File: config.mk
export PLATFORM = sky130hd
export DESIGN_NAME = sync_fifo_ctrl
export DESIGN_NICKNAME = d
export VERILOG_FILES = /design/src/rtl/sync_fifo_ctrl.sv
export SDC_FILE = /design/constraint.sdc
export NUM_CORES = 1
export LEC_CHECK = 0
export CAP_MARGIN = 15
export CORE_AREA = 2 2 138 140
export DETAILED_ROUTE_END_ITERATION = 6
export DIE_AREA = 0 0 140 142
export PLACE_DENSITY_LB_ADDON = 0.05
export SLEW_MARGIN = 25
export SYNTH_ARGS = -nofsm -noshare
export SYNTH_HDL_FRONTEND = slang
export SYNTH_SLANG_ARGS = --single-unit
export TNS_END_PERCENT = 30
File: constraint.sdc
create_clock -name sys_clk -period 3.48 [get_ports sys_clk]
set_input_delay 0.696 -clock sys_clk [delete_from_list [all_inputs] [get_ports sys_clk]]
set_output_delay 0.696 -clock sys_clk [all_outputs]
set_load 0.01 [all_outputs]
File: src/rtl/sync_fifo_ctrl.sv
// Single-clock FIFO controller with its dual-port RAM: pointers, accept gating, status flags and read-valid pipeline.
// Optional sticky overflow/underflow flags are built only when FIFO_ERR_FLAG_EN is defined.
module sync_fifo_ctrl #(
  parameter int FIFO_DEPTH      = 32,
  parameter int ADDR_WIDTH      = 5,
  parameter int DATA_WIDTH      = 8,
  parameter int ALMOST_FULL_TH  = 28,
  parameter int ALMOST_EMPTY_TH = 4
) (
  input  logic                  sys_clk,
  input  logic                  sys_rst,
  input  logic                  wr_en,
  input  logic [DATA_WIDTH-1:0] wr_data,
  output logic                  full,
  output logic                  almost_full,
  input  logic                  rd_en,
  output logic [DATA_WIDTH-1:0] rd_data,
  output logic                  rd_valid,
  output logic                  empty,
  output logic                  almost_empty,
  output logic [ADDR_WIDTH:0]   data_count,
  output logic                  overflow,
  output logic                  underflow
);

  localparam int PTR_W = ADDR_WIDTH + 1;

  typedef logic [PTR_W-1:0]      ptr_t;
  typedef logic [ADDR_WIDTH-1:0] addr_t;

  localparam ptr_t AF_TH = ptr_t'(ALMOST_FULL_TH);
  localparam ptr_t AE_TH = ptr_t'(ALMOST_EMPTY_TH);

  ptr_t  wr_ptr;
  ptr_t  rd_ptr;
  logic  wr_acc;
  logic  rd_acc;

  // RAM-side port signals; both RAM clocks run on sys_clk.
  logic  ram_wr_port_ena;
  logic  ram_wr_en;
  addr_t ram_wr_addr;
  logic  ram_rd_port_ena;
  addr_t ram_rd_addr;

  logic [DATA_WIDTH-1:0] mem [FIFO_DEPTH];

  // ---------------------------------------------------------------------------
  // Accept gating and RAM port drive
  // ---------------------------------------------------------------------------
  assign wr_acc          = wr_en & ~full;
  assign rd_acc          = rd_en & ~empty;
  assign ram_wr_port_ena = wr_acc;
  assign ram_wr_en       = wr_acc;
  assign ram_wr_addr     = wr_ptr[ADDR_WIDTH-1:0];
  assign ram_rd_port_ena = rd_acc;
  assign ram_rd_addr     = rd_ptr[ADDR_WIDTH-1:0];

  // ---------------------------------------------------------------------------
  // Status decode from the registered pointers
  // ---------------------------------------------------------------------------
  // NOTE: every output of an always_comb block is assigned on every path so no latch is inferred.
  always_comb begin
    empty        = (wr_ptr == rd_ptr);
    full         = (wr_ptr[ADDR_WIDTH] != rd_ptr[ADDR_WIDTH]) &&
                   (wr_ptr[ADDR_WIDTH-1:0] == rd_ptr[ADDR_WIDTH-1:0]);
    data_count   = wr_ptr - rd_ptr;
    almost_full  = (data_count >= AF_TH);
    almost_empty = (data_count <= AE_TH);
  end

  // ---------------------------------------------------------------------------
  // Pointers and read-valid pipeline
  // ---------------------------------------------------------------------------
  // NOTE: sequential state uses non-blocking assignments so all registers update together at the edge.
  always_ff @(posedge sys_clk or posedge sys_rst) begin
    if (sys_rst) begin
      wr_ptr   <= '0;
      rd_ptr   <= '0;
      rd_valid <= 1'b0;
    end else begin
      if (wr_acc) wr_ptr <= wr_ptr + ptr_t'(1);
      if (rd_acc) rd_ptr <= rd_ptr + ptr_t'(1);
      rd_valid <= rd_acc;
    end
  end

  // ---------------------------------------------------------------------------
  // Dual-port RAM: write port and registered read port
  // ---------------------------------------------------------------------------
  // NOTE: the storage array and its output register carry no reset; reset discards contents logically via the pointers.
  always_ff @(posedge sys_clk) begin
    if (ram_wr_port_ena && ram_wr_en) mem[ram_wr_addr] <= wr_data;
  end

  // Gating guarantees the read and write addresses never collide in one cycle.
  always_ff @(posedge sys_clk) begin
    if (ram_rd_port_ena) rd_data <= mem[ram_rd_addr];
  end

  // ---------------------------------------------------------------------------
  // Sticky error flags
  // ---------------------------------------------------------------------------
`ifdef FIFO_ERR_FLAG_EN
  always_ff @(posedge sys_clk or posedge sys_rst) begin
    if (sys_rst) begin
      overflow  <= 1'b0;
      underflow <= 1'b0;
    end else begin
      if (wr_en && full)  overflow  <= 1'b1;
      if (rd_en && empty) underflow <= 1'b1;
    end
  end
`else
  assign overflow  = 1'b0;
  assign underflow = 1'b0;
`endif

endmodule

==> qor.csv, run 1 <==
stage;metric;value;unit
outcome;status;complete, but fails checks;
outcome;violations;design-rule violations;
die;rows;50;
synthesis;synthDominantCellAreaShare;0.715;
clock_tree;cts.clk_slew.worst_paths;60;ps
synthesis;synth-edff-count;264;
setup_path;crit_fanout;3;
clock_tree;cts_root_buffer;clkbuf_16;
synthesis;ys.flop_type;edfxtp_1;
synthesis;netlist.top_cell.by_area;edfxtp_1;
setup_path;crit_path_start_kind;flip-flop;
timing;hold_viol_final;0;
place;dpl_cell_area;11900;um^2
power_and_ir_drop;power_switching_share;0.317;
timing;setup_ws;65.7;ps
layout;fill_cells;1198;
setup_path;max_stage_delay;500;ps
power_and_ir_drop;comb_power_share;0.362;
clock_tree;clockBufferDepth;3;
layout;fin_nets;703;
die;die-area;19900;um^2
timing;period_needed;3410;ps
timing;clock_skew;10.7;ps
synthesis;yosys-top-cells-area;edfxtp_1 (71%), mux4_2 (8.7%), dfrtp_1 (2.9%);
global_route;grt_pass1_vias;5966;
synthesis;syn-mean-instance-area;18.6;um^2
global_route;overflow;0;
clock_tree;hold_buffers;0;
setup_path;end_kind;output pin;
synthesis;async_flop_share;0.0469;
routing;vias_per_cell;6.20;
timing;max-slew-margin-rel;0.493;
place;dp_slack;257;ps
layout;drive_gt1_frac;0.229;
worst_hold_path;worstHoldPathType;in2async;
global_route;antenna_found_initial;1;
clock_tree;clock_latency;520;ps
timing;drv_slew;0;
routing;vias;5761;
place;io_buffers;30;
setup_path;arrival;2720;ps
power_and_ir_drop;power_per_cell_area;830;nW/um^2
power_and_ir_drop;p_seq_frac;0.391;
routing;drt_iter0_drc;428;
power_and_ir_drop;power.clock.fraction;0.247;
setup_path;cp_cell_sequence;inv_2 -> ha_1 -> nor2b_1 -> o31a_1 -> a311o_1 -> buf_4 -> a31o_2 -> dlygate4sd2_1;
die;die_y;142;um
synthesis;yosys_warnings;0;
routing;wl_per_cell;24.7;um
timing;worst_pin_slew;761;ps
synthesis;syn_inst;596;
routing;firstDrtPassIters;7;
layout;antennaDiodeCount;0;
routing;ant_nets;0;
routing;drc;3;
clock_tree;cts.sinks;277;
die;die_w;140;um
place;dp_hpwl;14.1;mm
run;drv_cap;0;
layout;synthToLayoutAreaGrowth;14.6;%
timing;finalSetupViolations;0;
die;io_pins;33;
synthesis;netlist_area;11100;um^2
timing;hold_slack;518;ps
power_and_ir_drop;p_switching;3.35;mW
power_and_ir_drop;power.internal;7.20;mW
setup_path;path_class;reg2out;
setup_path;cp.required;2780;ps
setup_path;rrSetupSlack;380;ps
synthesis;synth-seq-cells;277;
synthesis;synth_cell_types;49;
die;initial_core_util;0.601;
timing;fin_crit_sh;0.981;
layout;design_area;12700;um^2
clock_tree;htree_levels;1;
global_route;grt_util_all_layers;0.237;
power_and_ir_drop;cellLeakagePower;4.20;nW
routing;totalWireLength;22.9;mm
timing;fmax;293;MHz
die;core_area;18500;um^2
global_route;grt_pass1_wl;34.9;mm
clock_tree;cts_buffers;27;
place;gp_congestion;0.836;
global_route;grt_max_degree;53;
setup_path;cp_slowest_cell;dfrtp_4;
clock_tree;cts_tree;built;
synthesis;synth-seq-area-share;0.744;
power_and_ir_drop;ir_worst_vdd;0.488;mV
-- kinds of logic after synthesis --
family | share of synthesized area
and+or+nand+nor | 0.0395
AOI/OAI and AO/OA | 0.0530
muxes | 0.121
adders and majority gates | 0.0131
DFF | 0.744
xor gates and xnor gates | 0.0102
buffers and inverters | 0.0191
other | 0.000338
-- critical path, delay by kind of cell, from the launching register on --
family                   cells  cell delay (ps)
AO/OA/AOI/OAI                3              800
buffers and inverters        3              510
AND/OR/NAND/NOR              1              150
flip-flops                   1              500
adder cells (fa/ha/maj)      1              230
-- routing by layer --
| metal | part of all wire | GRT usage |
|---|---|---|
| met1 | 0.42 | 0.337 |
| met2 | 0.49 | 0.390 |
| met3 | 0.067 | 0.0437 |
| met4 | 0.026 | 0.0627 |
| met5 | 0.00057 | 0 |
-- final timing paths --
kind,cells after the start,start,endpoint
max reg2reg,6,rd_ptr[1],mem[11][0]
min,2,sys_rst,wr_ptr[4]
max in group asynchronous,2,sys_rst,rd_ptr[1]
min in group sys_clk,1,wr_ptr[5],wr_ptr[5]
max,8,rd_ptr[1],almost_full
min reg2reg,1,wr_ptr[5],wr_ptr[5]
-- state kept, by name (all words and copies together), names as in the netlist --
register	flops
rd_ptr	6
wr_ptr	6
rd_valid	1
mem	256
rd_data	8
-- final cells by class --
class / count / area [um^2] / share of cell area
multi-input combinational: 280 / 2650 / 0.209
timing repair buffer: 83 / 693 / 0.0545
clock buffer: 34 / 702 / 0.0552
inverter: 11 / 41.3 / 0.00325
tap: 234 / 293 / 0.0230
sequential: 277 / 8260 / 0.650
clock inverter: 10 / 71.3 / 0.00561
-- placed cells by master (no fill, tap or decap), types with 5 or more instances in the layout --
cell and count:
a211oi_1 15, o21ai_1 7, nor2_1 41, clkbuf_1 7, a221oi_1 7, clkbuf_16 27, dfrtp_1 11, buf_4 53
clkdlybuf4s50_1 27, edfxtp_1 264, nand2_1 20, mux2_2 14, o21ai_0 6, a22o_1 7, mux2i_1 21, mux4_2 43
inv_1 9, a21oi_1 9, nor2b_1 8, ha_1 8, o22ai_1 14, o31ai_1 8, clkinv_1 5, xnor2_1 8
-- stage by stage --
stage          power, mW  std cells  setup TNS, ps  utilization
2_1_floorplan       6.57        597              0            -
3_3_place_gp        7.78        880              0        0.644
3_5_place_dp        7.84        880              0        0.644
4_1_cts             10.5        927              0        0.687
5_1_grt             11.0        929          -56.6        0.689
6_report            10.5        929              0        0.689
-- Yosys cell counts (all sizes together) (3+ instances only) --
cell,number
a21oi,9
xnor2,8
nor3,3
nor2,41
mux2,14
mux2i,21
a221oi,7
buf,19
dfrtp,13
inv,11
ha,10
xor2,4
o22ai,14
nor2b,8
nand2b,3
edfxtp,264
mux4,43
a22o,7
a211oi,15
nand2,20
and2,3
nand3,3
o31ai,8
clkbuf,10
o21ai,13
-- what timing repair did --
item                                    in CTS  in global routing
buffers inserted                             3                  2
gates resized for setup                      6                  6
pin swaps                                    2                  2
endpoints found under the setup margin       3                  3
-- power by group through the flow --
stage / clock, mW / combinational, mW / sequential (mW)
6_report: 2.60 / 3.82 / 4.12
3_5_place_dp: 0 / 3.66 / 4.18
2_1_floorplan: 0 / 2.39 / 4.17
4_1_cts: 2.65 / 3.72 / 4.12
3_3_place_gp: 0 / 3.60 / 4.18
5_1_grt: 2.76 / 4.10 / 4.15
No activity file was read; power rests on OpenSTA's default activity.
==> inputs of run 2 (changes only) <==
--- a/config.mk
+++ b/config.mk
@@ -6,11 +6,11 @@
 export NUM_CORES = 1
 export LEC_CHECK = 0
 export CAP_MARGIN = 15
-export CORE_AREA = 2 2 138 140
+export CORE_AREA = 2 2 145 147
 export DETAILED_ROUTE_END_ITERATION = 6
-export DIE_AREA = 0 0 140 142
+export DIE_AREA = 0 0 147 149
 export PLACE_DENSITY_LB_ADDON = 0.05
-export SLEW_MARGIN = 25
+export SLEW_MARGIN = 20
 export SYNTH_ARGS = -nofsm -noshare
 export SYNTH_HDL_FRONTEND = slang
 export SYNTH_SLANG_ARGS = --single-unit
==> constraint.sdc (replaced) <==
create_clock -name sys_clk -period 2.8 [get_ports sys_clk]
set_input_delay 0.56 -clock sys_clk [delete_from_list [all_inputs] [get_ports sys_clk]]
set_output_delay 0.56 -clock sys_clk [all_outputs]
set_load 0.01 [all_outputs]
==> qor.csv, run 2 (same netlist as run 1, synthesis figures left out) <==
stage;metric;value;unit
timing;drv_slew;0;
routing;drt_iter0_drc;453;
power_and_ir_drop;power.clock.fraction;0.265;
routing;highest_layer;met4;
run;drv_cap;0;
timing;setup_tns;-649;ps
setup_path;cp.required;2240;ps
clock_tree;htree_levels;1;
clock_tree;cts_tree;built;
clock_tree;hold_buffers;0;
setup_path;cp_num_buf_inv;3;
timing;setup_ws;-294;ps
place;place_inst;952;
die;die_y;149;um
timing;max-slew-margin-rel;0.404;
routing;firstDrtPassIters;4;
setup_path;cpLargestDelayFamily;compound AO/OA/AOI/OAI gates;
layout;final_cell_mix;edfxtp_1 (264), buf_4 (84), mux4_2 (43), nor2_1 (41), clkbuf_16 (29);
power_and_ir_drop;ir_worst_vdd;0.622;mV
power_and_ir_drop;p_seq_frac;0.356;
routing;wl_per_cell;23.4;um
timing;rsz0062_at_grt;true;
timing;hold_slack;383;ps
global_route;antenna_found_initial;0;
routing;m1WireLength;10.3;mm
clock_tree;cts.clk_slew.worst_paths;60;ps
die;die-area;21900;um^2
layout;stdcell_count;1009;
clock_tree;cts_buffers;28;
place;io_buffers;30;
power_and_ir_drop;comb_power_share;0.380;
routing;dr_wl_met3;1.27;mm
timing;finalSetupViolations;4;
power_and_ir_drop;cellLeakagePower;4.50;nW
clock_tree;clockBufferDepth;3;
setup_path;arrival;2530;ps
layout;final_common_cell;edfxtp_1;
routing;drc;0;
timing;fmax;323;MHz
routing;totalWireLength;23.6;mm
layout;largest_register_ffs;256;
global_route;overflow;0;
timing;worst_pin_slew;893;ps
setup_path;crit_fanout;3;
setup_path;max_stage_delay;500;ps
setup_path;cp_slowest_cell;dfrtp_4;
clock_tree;clock_latency;530;ps
place;dp_slack;-207;ps
power_and_ir_drop;power_per_cell_area;1090;nW/um^2
die;rows;53;
layout;synthToLayoutAreaGrowth;19.8;%
timing;clock_skew;11.1;ps
timing;period_needed;3090;ps
setup_path;end_kind;output pin;
layout;fill_cells;1431;
place;dp_hpwl;14.5;mm
timing;hold_viol_final;0;
global_route;grt_pass1_wl;35.8;mm
setup_path;cp_cell_sequence;inv_4 -> ha_4 -> nor2b_4 -> o31a_1 -> a311o_1 -> buf_4 -> a2111oi_4 -> buf_2;
die;die_w;147;um
routing;dr_wl_met2;11.6;mm
setup_path;crit_path_start_kind;flip-flop;
global_route;grt_util_all_layers;0.219;
layout;fin_nets;738;
power_and_ir_drop;p_switching;4.47;mW
power_and_ir_drop;power.internal;9.95;mW
layout;reg.largest.list;mem x256, rd_data x8;
outcome;status;complete, but fails checks;
global_route;grt_max_degree;66;
layout;drive_gt1_frac;0.282;
setup_path;path_class;reg2out;
die;initial_core_util;0.539;
place;gp_congestion;0.817;
die;io_pins;33;
outcome;violations;negative setup slack;
layout;largest-register;mem;
routing;vias;5850;
timing;fin_crit_sh;1.10;
routing;vias_per_cell;5.80;
worst_hold_path;worstHoldPathType;in2async;
clock_tree;cts_root_buffer;clkbuf_16;
layout;antennaDiodeCount;0;
global_route;grt_pass1_vias;6031;
clock_tree;cts.sinks;277;
routing;ant_nets;0;
power_and_ir_drop;power.total;14.4;mW
power_and_ir_drop;power_switching_share;0.310;
die;core_area;20600;um^2
==> run 2: repair_timing <==
item | in CTS | in global routing
resized for setup | 39 | 4
pin swaps | 6 | 3
setup buffers | 7 | 1
setup endpoints to repair | 9 | 6
==> run 2: final cells by class <==
cell class              count  area (um^2)  area share
flip-flops and latches    277         8260       0.622
clock buffers              34          744      0.0560
well taps                 275          344      0.0259
inverters                  11         43.8     0.00330
repair buffers            117          962      0.0724
multi-input cells         280         2720       0.205
clock inverters            15          208      0.0156
==> run 2: power by group through the flow <==
| stage | clock network, mW | registers [mW] | logic, mW |
|---|---|---|---|
| after floorplan | 0 | 5.19 | 3.03 |
| after global placement | 0 | 5.18 | 4.98 |
| after detailed placement | 0 | 5.20 | 5.05 |
| after CTS | 3.88 | 5.13 | 5.38 |
| after global routing | 4.05 | 5.17 | 5.88 |
| final | 3.82 | 5.13 | 5.47 |
==> run 2: worst paths after layout <==
path,slack [ps],cells past startpoint,to,start
hold / removal,380,2,wr_ptr[0],sys_rst
min in group sys_clk,540,1,rd_ptr[5],rd_ptr[5]
max in group asynchronous,2010,2,rd_ptr[1],sys_rst
setup / recovery,-290,8,almost_empty,rd_ptr[1]
hold reg to reg,540,1,rd_ptr[5],rd_ptr[5]
setup reg to reg,180,9,mem[15][3],rd_ptr[2]
==> run 2: metrics by stage <==
step           cell area [um^2]   util
2_1_floorplan             11100      -
3_3_place_gp              12200  0.593
3_5_place_dp              12200  0.593
4_1_cts                   13300  0.645
5_1_grt                   13300  0.646
6_report                  13300  0.646
==> run 2: worst register-to-register path, delay by kind of cell (launching register included) <==
kind / cells / cell delay [ps]
buf+inv: 4 / 640
flops: 1 / 380
fa+ha+maj: 1 / 240
simple gates: 3 / 890
compound gates: 1 / 170
==> run 2: per-layer routing <==
layer / vias up / track usage
met5: - / 0
met1: 3002 / 0.322
met3: 39 / 0.0297
met2: 175 / 0.359
li1: 2634 / -
met4: 0 / 0.0500
